### config.mk
export PLATFORM = sky130hd
export DESIGN_NAME = async_mutex_client
export DESIGN_NICKNAME = d
export VERILOG_FILES = /design/src/rtl/async_mutex_client.sv
export SDC_FILE = /design/constraint.sdc
export NUM_CORES = 1
export LEC_CHECK = 0
export ABC_CLOCK_PERIOD_IN_PS = 1500
export CAP_MARGIN = 10
export CORE_AREA = 4 4 41 43
export DETAILED_ROUTE_END_ITERATION = 7
export DIE_AREA = 0 0 45 47
export PLACE_DENSITY = 0.51
export SLEW_MARGIN = 25
export SYNTH_ARGS = -nofsm -noshare
export SYNTH_HDL_FRONTEND = slang
export SYNTH_SLANG_ARGS = --single-unit
export TNS_END_PERCENT = 50
### constraint.sdc
create_clock -name clk -period 1.5 [get_ports clk]
set_input_delay 0.45 -clock clk [delete_from_list [all_inputs] [get_ports clk]]
set_output_delay 0.45 -clock clk [all_outputs]
set_load 0.1 [all_outputs]
### src/rtl/async_mutex_client.sv
// Client-side FSM handshaking a core with an asynchronous mutex element.
// Define ASYNC_MUTEX_CLIENT_TIMEOUT_EN to abort requests after TIMEOUT_CYCLES.
module async_mutex_client #(
  parameter int SYNC_STAGES    = 2,
  parameter int TIMEOUT_CYCLES = 255
) (
  input  logic clk,
  input  logic reset,
  input  logic acq,
  input  logic rel,
  output logic req_o,
  input  logic gnt_i,
  output logic held,
  output logic busy,
  output logic ack,
  output logic nack
);

  typedef enum logic [1:0] {
    ST_IDLE,
    ST_REQ,
    ST_HELD,
    ST_REL
  } state_t;

  state_t r_state;
  logic   r_req_o;
  logic   r_held;
  logic   r_busy;
  logic   r_ack;

  logic [SYNC_STAGES-1:0] r_sync;
  logic                   w_gnt_s;

  // gnt_i is asynchronous; nothing else may look at it
  always_ff @(posedge clk) begin
    if (reset) begin
      r_sync <= '0;
    end else begin
      r_sync <= {r_sync[SYNC_STAGES-2:0], gnt_i};
    end
  end

  assign w_gnt_s = r_sync[SYNC_STAGES-1];

`ifdef ASYNC_MUTEX_CLIENT_TIMEOUT_EN
  localparam int CW = $clog2(TIMEOUT_CYCLES + 1);

  logic [CW-1:0] r_cnt;
  logic          r_nack;
  logic          w_timeout;

  // Counts cycles already spent in REQ; zero whenever outside REQ
  always_ff @(posedge clk) begin
    if (reset) begin
      r_cnt <= '0;
    end else if (r_state == ST_REQ) begin
      r_cnt <= r_cnt + 1'b1;
    end else begin
      r_cnt <= '0;
    end
  end

  assign w_timeout = (r_cnt == CW'(TIMEOUT_CYCLES - 1));
  assign nack      = r_nack;
`else
  assign nack = 1'b0;
`endif

  always_ff @(posedge clk) begin
    if (reset) begin
      r_state <= ST_IDLE;
      r_req_o <= 1'b0;
      r_held  <= 1'b0;
      r_busy  <= 1'b0;
      r_ack   <= 1'b0;
`ifdef ASYNC_MUTEX_CLIENT_TIMEOUT_EN
      r_nack  <= 1'b0;
`endif
    end else begin
      r_ack  <= 1'b0;
`ifdef ASYNC_MUTEX_CLIENT_TIMEOUT_EN
      r_nack <= 1'b0;
`endif
      unique case (r_state)
        ST_IDLE: begin
          if (acq) begin
            r_state <= ST_REQ;
            r_req_o <= 1'b1;
            r_busy  <= 1'b1;
          end
        end
        ST_REQ: begin
          // a grant seen on the timeout cycle still wins
          if (w_gnt_s) begin
            r_state <= ST_HELD;
            r_held  <= 1'b1;
            r_ack   <= 1'b1;
          end
`ifdef ASYNC_MUTEX_CLIENT_TIMEOUT_EN
          else if (w_timeout) begin
            r_state <= ST_REL;
            r_req_o <= 1'b0;
            r_nack  <= 1'b1;
          end
`endif
        end
        ST_HELD: begin
          if (rel) begin
            r_state <= ST_REL;
            r_req_o <= 1'b0;
            r_held  <= 1'b0;
          end
        end
        ST_REL: begin
          // no re-request until the mutex has withdrawn its grant
          if (!w_gnt_s) begin
            r_state <= ST_IDLE;
            r_busy  <= 1'b0;
          end
        end
        default: begin
          r_state <= ST_IDLE;
          r_req_o <= 1'b0;
          r_held  <= 1'b0;
          r_busy  <= 1'b0;
        end
      endcase
    end
  end

  assign req_o = r_req_o;
  assign held  = r_held;
  assign busy  = r_busy;
  assign ack   = r_ack;

endmodule
### After elaboration in Yosys (flattened, before gate mapping)

Cells that the tools add are included.

| cells by class | value |
|---|---|
| reductions and logical operators | 9 |
| mux-type cells | 13 |
| equality and inequality tests | 7 |
| bitwise gates (word level) | 1 |

Operators with widths:

| kind | number |
|---|---|
| $reduce_and 3->1 | 3 |
| $mux 2 | 4 |
| $ne 2x2->1 const B | 4 |
| $pmux 2 s4 | 1 |
| $pmux 1 s2 | 3 |
| $reduce_bool 2->1 | 3 |
| $mux 1 | 5 |
| $eq 2x2->1 const B | 2 |
| $reduce_and 4->1 | 1 |
| $eq 2x1->1 const B | 1 |
| $logic_not 2->1 | 1 |
| $reduce_or 2->1 | 1 |
| $not 1->1 | 1 |

| word-level totals | value |
|---|---|
| register bits after elaboration | 8 |
| output and inout bits | 5 |

### Depth between registers and ports, before layout

| logic depth | value |
|---|---|
| word-level depth | 3 |
| gate-level depth with buffers | 5 |
| mapped depth without buffers | 5 |

### Worst setup path after synthesis

Ideal clock, no wire load.

| timing | value |
|---|---|
| path type | register to register |
| from | register held (netlist name) |
| to | register r_held (netlist: held) |
| period minus slack after synthesis | 1,404 ps |
| arrival time | 1,333 ps |
| slack | 96 ps |
| stages on the path, launching flop included | 4 |
| cell sequence | dfxtp_1 -> a21oi_1 -> or2_0 -> a21oi_1 |

RTL lines:

| what | line | RTL |
|---|---|---|
| to (signal assigned) | 74 | `r_held <= 1'b0;` |
| to (signal assigned) | 97 | `r_held <= 1'b1;` |
| to (signal assigned) | 112 | `r_held <= 1'b0;` |
| to (decl) | 28 | `logic r_held;` |

### Final worst setup path

| timing | value |
|---|---|
| from | register r_state[1] |
| to | register r_state[0] |

| on the way | value |
|---|---|
| cells in the longest elaborated chain, start to end | 3 |
| elaborated cells on any way between the ends | 10 |
| classes of those cells | eq/ne: 7; mux: 1; reduce/logical: 2 |

RTL lines:

| what | line | RTL |
|---|---|---|
| from (decl) | 26 | `state_t r_state;` |
| from (signal assigned) | 72 | `r_state <= ST_IDLE;` |
| from (signal assigned) | 88 | `r_state <= ST_REQ;` |
| from (signal assigned) | 96 | `r_state <= ST_HELD;` |
| $eq 2x2->1, or another cell as far along | 85 | `unique case (r_state)` |
| $ne 2x2->1 (no line) | - |  |
| $reduce_and 4->1 (no line) | - |  |

Several ways; a longest one is shown, not always the timed one.
A chain may end at the register's enable or synchronous reset.

==> reports/qor.txt <==
Status = finished clean
DR vias/cell = 4.616
Crit share post-route = 0.8977
Worst reg2reg startpoint = r_state[1]$_SDFFE_PP0P_
Top post-synthesis cells by area = dfxtp_1, ha_1, o31ai_4
Pin count of the biggest net entering global routing = 6
Area Growth Syn to Fin = 45.59%
Antenna violations before repair = 0
Min Tclk post-route = 1346 ps
Post-synth top cells = dfxtp_1, a21oi_1, ha_1, inv_1, nor2b_1
Final Setup Violations = 0
Crit. path cell count = 5
Clock Path Buffers = 2
Delay-heaviest family, CP = simple AND/OR/NAND/NOR gates
Die width = 45 µm
Req. time, crit path = 1660 ps
CP Capture Type = flip-flop
DRC viols = 0
Most common cell in the netlist = dfxtp_1
Num rows = 13
All-layer global routing usage = 0.08861
CTS tree = yes
Tot Pwr = 0.001125 W
Resize count post-CTS = 0
Drt first pass iters = 1
Nets = 69
Die Y = 47 µm
CTS H-tree depth = 1
Slowest cell on crit path = dfxtp_1
GPL Wtd Cong = 0.7329
Die ar. = 0.002115 mm²
Slowest stage delay, CP = 330 ps
Clock sinks = 8
Antenna viol nets, final = 0
CP startpoint = r_state[1]$_SDFFE_PP0P_
CP cell instances = inv_1 -> ha_1 -> or2b_1 -> and3_4 -> o21a_1
Critical path buffer and inverter count = 1
Setup TNS = 0 ps
Sequential fraction of the synthesis area = 0.3891
Iteration-0 DRC Markers = 0
Maximum fanout along the worst path = 3
HP Class = reg -> reg
WL final = 741 µm
Max Cap Violations = 0
Synth async-reset ratio = 0
Unrepaired setup endpoints after global routing = no
WP data arrival = 1510 ps
Peak supply drop = 0.0008437 V
Post-Syn Instances = 44
EDFF count, synth = 0
Clock skew = 4.588 ps
Setup Crit Path Kind = reg -> reg
CTS buffer count = 3
CP Launch Type = flip-flop
RR Endpoint = r_state[0]$_SDFFE_PP0P_
#FFs+latches synth = 8
Starting Density = 0.3163
Avg Inst Size Synth = 9.356 µm²
Leakage = 0.2456 nW
Max Slew Vio Count = 0
Max Fclk = 742.7 MHz
CP Capture Point = r_state[0]$_SDFFE_PP0P_
Fill cells = 125
Cts hold-fix bufs = 0
Final Hold Viols = 0
Synth Flop Type = dfxtp_1
Vias = 337
Layout Utilization = 0.4606
Synth unique cells = 23
Synthesized Nets = 53
Worst Reg2Reg Path Length in Cells = 5
Vias in the first global route = 321
ANT cells = 0
Gr ovfl total = 0
Yosys top cell area share = 0.3891
Setup Buffers After CTS = 0
I/O Buffers = 8
Power per cell area = 1877 mW/mm²
Warnings, synthesis = 0
Layout cells sized above 1 = 0.2586
Routed WL per cell = 10.15 µm
R2R setup slack = 150 ps
Post-Syn Area = 411.6 µm²
Io pins = 10
Skew-Pair Late Insertion Delay = 260 ps
First-pass GRT wire length = 1.283 mm
Placeable Area = 0.001301 mm²
Clk slew on worst S/H paths = 60 ps
Post-synth top area cell = dfxtp_1
Root Buffer Master = clkbuf_4
[sequential cells by signal (all words and copies together), names as in the netlist]
signal	flops
ack	1
busy	1
held	1
r_state	2
r_sync	2
req_o	1
[cells in the final DEF (no fill, tap or decap), drive strengths merged]
cell type,count
nor2b,3
or2b,1
conb,1
clkbuf,3
nand2b,1
nand2,2
and3,1
a31oi,1
or2,1
o21a,1
mux2i,1
o211ai,1
o21ai,2
clkdlybuf4s50,4
o31ai,1
buf,9
a311oi,1
a21oi,4
nor2,2
ha,4
inv,4
and2b,1
dfxtp,8
nand4,1
[worst min-delay path by stage]
stage | from | endpoint | slack, ps | cells after the start
floorplan | r_sync[0]$_SDFF_PP0_ | r_sync[1]$_SDFF_PP0_ | 410 | 1
global placement | r_sync[0]$_SDFF_PP0_ | r_sync[1]$_SDFF_PP0_ | 420 | 1
detailed placement | r_sync[0]$_SDFF_PP0_ | r_sync[1]$_SDFF_PP0_ | 420 | 1
CTS | r_sync[0]$_SDFF_PP0_ | r_sync[1]$_SDFF_PP0_ | 440 | 1
global route | r_sync[0]$_SDFF_PP0_ | r_sync[1]$_SDFF_PP0_ | 470 | 1
finish | r_sync[0]$_SDFF_PP0_ | r_sync[1]$_SDFF_PP0_ | 440 | 1
[metrics by stage]
stage / instance area, µm² / std cells / hold slack, ps / setup WS [ps]
floorplan: 411.6 / 44 / 413.8 / 96.08
finish: 599.3 / 73 / 435.8 / 153.5
global route: 599.3 / 73 / 468.4 / 65.42
CTS: 599.3 / 73 / 436.3 / 145.6
detailed placement: 576.8 / 70 / 423.7 / -65.62
global placement: 576.8 / 70 / 417.0 / -59.28
[cell families after synthesis]
group,count (synthesis),share of synthesized area
AO/OA/AOI/OAI,11,0.1976
multiplexers,1,0.02432
buffers and inverters,6,0.06382
AND/OR/NAND/NOR,13,0.1946
other,1,0.009110
adder cells (fa/ha/maj),4,0.1216
flip-flops,8,0.3890
[power breakdown]
part	internal, W	leakage [nW]	switching, W	total (W)
sequential	0.000264	0.0660	0.0000501	0.000314
combinational	0.000276	0.166	0.000363	0.000638
clock	0.0000920	0.0138	0.0000801	0.000172
[worst register-to-register path, delay by kind of cell, from the launching register on]
family | cells | cell delay (ps)
fa+ha+maj | 1 | 190
compound gates | 1 | 160
buf+inv | 1 | 140
flops | 1 | 330
simple gates | 2 | 430
[routing by layer]
| metal | wire length, µm | share of wire | track usage |
|---|---|---|---|
| met3 | 37 | 0.050 | 0.02299 |
| met4 | 22 | 0.030 | 0.08772 |
| met5 | 0 | 0 | 0 |
| met2 | 348 | 0.47 | 0.1299 |
| met1 | 331 | 0.45 | 0.1027 |
[final cells by class]
type / count / area, µm² / area share
Clock buffer: 3 / 22.52 / 0.03758
Inverter: 4 / 15.01 / 0.02505
Multi-Input combinational cell: 30 / 225.2 / 0.3758
Sequential cell: 8 / 160.2 / 0.2672
Tap cell: 15 / 18.77 / 0.03132
Timing Repair Buffer: 13 / 157.7 / 0.2630
No activity file was read; power rests on OpenSTA's default activity.
